==> config.mk <==
export PLATFORM = sky130hd
export DESIGN_NAME = sram16_target
export DESIGN_NICKNAME = d
export VERILOG_FILES = /design/src/rtl/sram16_target.sv
export SDC_FILE = /design/constraint.sdc
export NUM_CORES = 1
export LEC_CHECK = 0
export CELL_PAD_IN_SITES_DETAIL_PLACEMENT = 2
export CELL_PAD_IN_SITES_GLOBAL_PLACEMENT = 2
export CORE_ASPECT_RATIO = 0.7
export CORE_MARGIN = 10
export CORE_UTILIZATION = 27
export CTS_BUF_LIST = sky130_fd_sc_hd__clkbuf_8
export DETAILED_ROUTE_END_ITERATION = 12
export PLACE_DENSITY_LB_ADDON = 0.08
export SETUP_SLACK_MARGIN = 0.1
export SLEW_MARGIN = 20
export SYNTH_ARGS = -nofsm -noshare
export SYNTH_HDL_FRONTEND = slang
export SYNTH_SLANG_ARGS = --single-unit
==> constraint.sdc <==
create_clock -name clk -period 1.91 [get_ports clk]
set_input_delay 0.382 -clock clk [delete_from_list [all_inputs] [get_ports clk]]
set_output_delay 0.382 -clock clk [all_outputs]
set_load 0.01 [all_outputs]
==> src/rtl/sram16_target.sv <==
// sram16_target: word-wide load/store responder driving a 16-bit async SRAM
// as a low then high halfword phase with registered strobes and wait states.
module sram16_target #(
  parameter int WAIT_CYCLES = 1,
  parameter int SRAM_AW = 18
) (
  input  logic               clk,
  input  logic               resetn,
  input  logic               req_valid,
  output logic               req_ready,
  input  logic [29:0]        req_addr,
  input  logic [3:0]         req_we,
  input  logic [31:0]        req_wdata,
  output logic               resp_valid,
  output logic [31:0]        resp_rdata,
  output logic [SRAM_AW-1:0] sram_addr,
  output logic [15:0]        sram_dq_out,
  output logic               sram_dq_oe,
  input  logic [15:0]        sram_dq_in,
  output logic               sram_ce_n,
  output logic               sram_oe_n,
  output logic               sram_we_n,
  output logic               sram_ub_n,
  output logic               sram_lb_n
);
  localparam int CW = $clog2(WAIT_CYCLES + 1);
  typedef enum logic [2:0] {IDLE, LO_ACT, LO_REC, HI_ACT, HI_REC, RESP} state_t;
  state_t state;
  logic [CW-1:0] cnt;
  logic [SRAM_AW-2:0] addr_q, a_s;
  logic [3:0] we_q, we_s;
  logic [31:0] wdata_q, wd_s;
  logic [1:0] be;
  logic rd, hi, start;
  logic unused;
  assign unused = ^req_addr[29:SRAM_AW-1];
  // In IDLE the phase is set up straight from the request so ACT begins right after accept.
  always_comb begin
    we_s = (state == IDLE) ? req_we : we_q;
    wd_s = (state == IDLE) ? req_wdata : wdata_q;
    a_s = (state == IDLE) ? req_addr[SRAM_AW-2:0] : addr_q;
    rd = we_s == 4'b0;
    hi = (state == LO_REC) || (!rd && we_s[1:0] == 2'b0);
    be = hi ? we_s[3:2] : we_s[1:0];
    start = (state == IDLE && req_valid) || (state == LO_REC && (rd || we_s[3:2] != 2'b0));
  end
  always_ff @(posedge clk or negedge resetn) begin
    if (!resetn) begin
      state <= IDLE;
      cnt <= '0;
      addr_q <= '0;
      we_q <= '0;
      wdata_q <= '0;
      req_ready <= 1'b1;
      resp_valid <= 1'b0;
      resp_rdata <= '0;
      sram_addr <= '0;
      sram_dq_out <= '0;
      sram_dq_oe <= 1'b0;
      sram_ce_n <= 1'b1;
      sram_oe_n <= 1'b1;
      sram_we_n <= 1'b1;
      sram_ub_n <= 1'b1;
      sram_lb_n <= 1'b1;
    end else begin
      resp_valid <= 1'b0;
      if (start) begin
        if (state == IDLE) begin
          addr_q <= req_addr[SRAM_AW-2:0];
          we_q <= req_we;
          wdata_q <= req_wdata;
        end
        state <= hi ? HI_ACT : LO_ACT;
        cnt <= CW'(WAIT_CYCLES - 1);
        req_ready <= 1'b0;
        sram_addr <= {a_s, hi};
        sram_dq_out <= hi ? wd_s[31:16] : wd_s[15:0];
        sram_ce_n <= 1'b0;
        sram_oe_n <= !rd;
        sram_we_n <= rd;
        sram_dq_oe <= !rd;
        sram_ub_n <= rd ? 1'b0 : !be[1];
        sram_lb_n <= rd ? 1'b0 : !be[0];
      end else begin
        case (state)
          LO_ACT, HI_ACT:
            if (cnt != '0) cnt <= cnt - 1'b1;
            else begin
              state <= (state == LO_ACT) ? LO_REC : HI_REC;
              sram_oe_n <= 1'b1;
              sram_we_n <= 1'b1;
              if (rd && state == LO_ACT) resp_rdata[15:0] <= sram_dq_in;
              if (rd && state == HI_ACT) resp_rdata[31:16] <= sram_dq_in;
            end
          LO_REC, HI_REC: begin
            state <= RESP;
            resp_valid <= 1'b1;
            sram_ce_n <= 1'b1;
            sram_ub_n <= 1'b1;
            sram_lb_n <= 1'b1;
            sram_dq_oe <= 1'b0;
          end
          RESP: begin
            state <= IDLE;
            req_ready <= 1'b1;
          end
          default: ;
        endcase
      end
    end
  end
endmodule

==> metrics list <==
* Minimum clock period: around 1.7 ns
- After detailed routing, the average wire length per cell comes to 19.6 µm.
- After detailed routing, the number of remaining DRC violations is 0.
- Critical path required time: about 2.2 ns
- GRT Resource Usage Total: 0.136
- The number of different library cells used by synthesis comes to 33.
- For the worst-skew pair, the clock arrives at the later sink with an insertion delay of 0.37 ns.
- The first global-routing pass estimated 22500 µm of wire.
- Number of synthesized flops with an enable pin: 0
- STA puts the critical path data arrival time at about 2 ns.
- Hold Path Depth: 2
* Part of the Yosys area used for sequential elements: 0.593
- Detailed Place HPWL: 10900 µm
- Dividing the detail-routed via count by the number of cells gives about 4.7.
* Clock Tree Buf Depth: 2
- Pin placement for this block handled 159 I/O pins.
* Leakage power: 2.80 nW
* Effective utilization at floorplan: 0.277
* Internal portion of total power: 0.00643 W
- Number of clock buffers inserted by TritonCTS: 9
* Flop and latch count out of synthesis: between 90 and 100
- Fin. Hold Viols: 0
- The layout has 1547 filler cells.
- Walking the worst path, the cells encountered are or3b_4, a21o_4, and3_1, a221o_1.
- In this run the remaining antenna-violating nets after routing total 0.
* Layout cells sized above 1: 0.203
* Number of antenna repair diodes: 0
* Transition time of the tightest slew-check pin: 0.468 ns
- Maximum net fanout on the critical path: 18
- The worst-case IR drop observed on VDD is 0.421 mV.
- Global-route congestion overflow total: 0
- For the worst flop-to-flop path, the logic depth is 4.
- Number of max-cap violations: 0
- Setup slack on the critical path of the routed design comes to 0.172 ns.
- Result of the run: finished clean
- For this design, the sink count on the clock tree is 97.
- Critical Path End Type: flip-flop
* Achievable clock frequency: between 0.5 and 0.6 GHz
* Count of buffers from port buffering: 145
* Critical path's largest stage delay: 0.47 ns
* Total of warnings raised by yosys: 0
- Final critical-path share of the clock period: 0.910
- Crit start category: flip-flop
- Antenna violations before repair: 0
- Setup total negative slack on the finished layout was measured at 0 ns.
* Routed via count: between 3000 and 4000
- Die area: approximately 21000 µm²
* Die Width: 167 µm
- Number of global-route vias before repair: 3957
* Power per Cell Area: 1600 nW/µm²
- Of the total power, registers draw 0.369.
* TritonRoute pass-1 iters: 4
* Clock Pin Slew Worst Setup and Hold Paths: 0.10 ns
* Classification of the worst setup path: flip-flop to flip-flop
* Comb power frac: 0.491
* Total power consumption of the routed design: 0.00996 W
- Unrepaired setup endpoints after global routing: no
- Mapped Cells: 370
- Worst min path class: flip-flop to flip-flop
- For this run, asynchronously set or reset flops after synthesis account for 1.00.
* Avg Cell Area, Syn: around 11 µm²
- Final GP Congestion: 0.749
- The max-slew violation total from the final report came to 0.
* Final Net Count: slightly above 600
- Counting tap cells, the placed design contains a total of 713 instances.
- Total core area: 14800 µm²
- OpenSTA, run right after detailed placement, puts the worst setup slack at -0.0937 ns.
- Area taken by flip-flops and latches: 2440 µm²
- The slowest stage of the critical path belongs to the cell sky130_fd_sc_hd__dfrtp_2.
- In this run the power spent charging and discharging nets is ~0.0035 W.
- Commonest register cell after synthesis: sky130_fd_sc_hd__dfrtp_1
- Of the total power, the clock network draws 0.140.
* Multi-input combinational cell area: 1580 µm²
- Endpoints failing setup: 0
- In this run the core area contains 37 standard-cell rows.
* Routed wire length: 14300 µm
* Syn-to-layout area delta: 51.5%
- Post-Route Skew: 0.0119 ns
- Clock root buffer: sky130_fd_sc_hd__clkbuf_8
- The mapped netlist covers 4110 µm².
- Y dimension of the die: 123 µm
- Synthesis produced a netlist with a net count of about 460.
- Once layout is complete, the cells apart from fillers number 732.
- The detailed router finished its first iteration with 104 violations.
- Of the total power, the share spent switching nets is 0.354.
* Count of H-tree levels built during CTS: 3
- Max-slew headroom at the worst pin: 0.688
- Pin count of the biggest net entering global routing: 37
- TritonCTS built the clock tree.
placed cells by master (no fill, tap or decap), types with 2 or more instances in the layout:
master and count:
sky130_fd_sc_hd__clkbuf_8 10, sky130_fd_sc_hd__nor2_1 11, sky130_fd_sc_hd__o31ai_1 2, sky130_fd_sc_hd__o21bai_1 3, sky130_fd_sc_hd__o311a_1 2, sky130_fd_sc_hd__dfstp_2 6
sky130_fd_sc_hd__nand2b_1 3, sky130_fd_sc_hd__inv_6 2, sky130_fd_sc_hd__mux2_2 48, sky130_fd_sc_hd__dlygate4sd2_1 6, sky130_fd_sc_hd__buf_12 6, sky130_fd_sc_hd__nand3_1 2
sky130_fd_sc_hd__dfrtp_2 3, sky130_fd_sc_hd__clkdlybuf4s50_1 138, sky130_fd_sc_hd__a221o_1 16, sky130_fd_sc_hd__inv_1 5, sky130_fd_sc_hd__nor2_2 3, sky130_fd_sc_hd__nand2_1 110
sky130_fd_sc_hd__dfrtp_1 88, sky130_fd_sc_hd__o22ai_1 2, sky130_fd_sc_hd__and3_1 17, sky130_fd_sc_hd__a21oi_1 9, sky130_fd_sc_hd__clkinv_2 2, sky130_fd_sc_hd__nor2b_1 2
sky130_fd_sc_hd__buf_4 19, sky130_fd_sc_hd__o21ai_0 5
critical path, delay by kind of cell (launching register included):
kind | cells | cell delay, ns
AOI/OAI and AO/OA | 2 | 0.55
and+or+nand+nor | 2 | 0.60
DFF | 1 | 0.47
cell families (layout without fill, tap and decap cells):
family                 after synthesis  after routing  share of synthesized area
AND/OR/NAND/NOR                    155            155                      0.161
AO/OA/AOI/OAI                       44             44                     0.0871
multiplexers                        48             48                      0.132
buffers and inverters               26            193                     0.0274
flip-flops                          97             97                      0.593
path summary, 6_finish.rpt:
check | startpoint | end | slack [ns]
worst min register to register | sram_addr[10]$_DFFE_PN0P_ | sram_addr[10]$_DFFE_PN0P_ | 0.48
worst min-delay path | sram_addr[10]$_DFFE_PN0P_ | sram_addr[10]$_DFFE_PN0P_ | 0.48
min in group asynchronous | resetn | wdata_q[24]$_DFFE_PN0P_ | 0.50
worst max register to register | state[0]$_DFFE_PN0P_ | sram_dq_out[12]$_DFFE_PN0P_ | 0.17
worst max-delay path | state[0]$_DFFE_PN0P_ | sram_dq_out[12]$_DFFE_PN0P_ | 0.17
max in group asynchronous | resetn | sram_ce_n$_DFFE_PN1P_ | 0.75
cell usage after synthesis (2+ instances only):
library cell | count | share of area
sky130_fd_sc_hd__dfstp_2 | 6 | 0.038
sky130_fd_sc_hd__o31ai_1 | 2 | 0.0037
sky130_fd_sc_hd__a21oi_1 | 9 | 0.011
sky130_fd_sc_hd__o21ai_0 | 5 | 0.0061
sky130_fd_sc_hd__a221o_1 | 16 | 0.039
sky130_fd_sc_hd__o21bai_1 | 3 | 0.0055
sky130_fd_sc_hd__nor2b_1 | 2 | 0.0030
sky130_fd_sc_hd__nand2b_1 | 3 | 0.0046
sky130_fd_sc_hd__nor2_1 | 13 | 0.012
sky130_fd_sc_hd__buf_2 | 3 | 0.0037
sky130_fd_sc_hd__o311a_1 | 2 | 0.0049
sky130_fd_sc_hd__dfrtp_1 | 91 | 0.55
sky130_fd_sc_hd__nand2_1 | 110 | 0.10
sky130_fd_sc_hd__mux2_2 | 48 | 0.13
sky130_fd_sc_hd__o22ai_1 | 2 | 0.0030
sky130_fd_sc_hd__and3_1 | 17 | 0.026
sky130_fd_sc_hd__nand3_1 | 3 | 0.0037
sky130_fd_sc_hd__clkbuf_1 | 16 | 0.015
sky130_fd_sc_hd__inv_1 | 5 | 0.0046
power by group through the flow:
stage               sequential, W  clock [W]  combinational (W)
floorplan                 0.00394          0            0.00205
global placement          0.00364          0            0.00482
detailed placement        0.00371          0            0.00498
CTS                       0.00368    0.00147            0.00495
global route              0.00383    0.00158            0.00537
finish                    0.00368    0.00140            0.00489
final cells by class:
| type | instances | area share |
|---|---|---|
| clock buffer | 10 | 0.0221 |
| clock inverter | 6 | 0.0105 |
| inverter | 5 | 0.00302 |
| multi-input combinational | 247 | 0.253 |
| sequential | 97 | 0.392 |
| tap | 195 | 0.0392 |
| timing repair buffer | 172 | 0.280 |
registers in the layout, summed over array words and instances, names as in the netlist:
| register | flops |
|---|---|
| sram_ce_n | 1 |
| we_q | 4 |
| req_ready | 1 |
| state | 3 |
| sram_lb_n | 1 |
| resp_valid | 1 |
| wdata_q | 16 |
| sram_dq_out | 16 |
| sram_oe_n | 1 |
| sram_ub_n | 1 |
| sram_we_n | 1 |
| sram_addr | 18 |
| resp_rdata | 32 |
| sram_dq_oe | 1 |
repair_timing:
action | in CTS | in global routing
setup buffers | 0 | 1
hold buffers | 1 | 0
gates resized for setup | 6 | 7
gates cloned | 0 | 1
setup endpoints to repair | 6 | 56
hold endpoints to repair | 25 | 0
per-stage QoR:
stage,hold WS (ns),area [µm²],utilization
6_report,0.482,6220,0.420
3_5_place_dp,0.359,5970,0.403
2_1_floorplan,0.0864,4110,-
5_1_grt,0.507,6220,0.420
4_1_cts,0.489,6170,0.417
3_3_place_gp,0.354,5970,0.403
layer usage:
metal | vias to the layer above | part of all wire | wire [µm] | track usage
li1 | 1591 | - | - | -
met5 | - | 0 | 0 | 0
met2 | 89 | 0.48 | 6900 | 0.225
met4 | 0 | 0.0090 | 129 | 0.0309
met3 | 11 | 0.062 | 884 | 0.0498
met1 | 1758 | 0.45 | 6400 | 0.169
(Power assumes the default switching activity.)
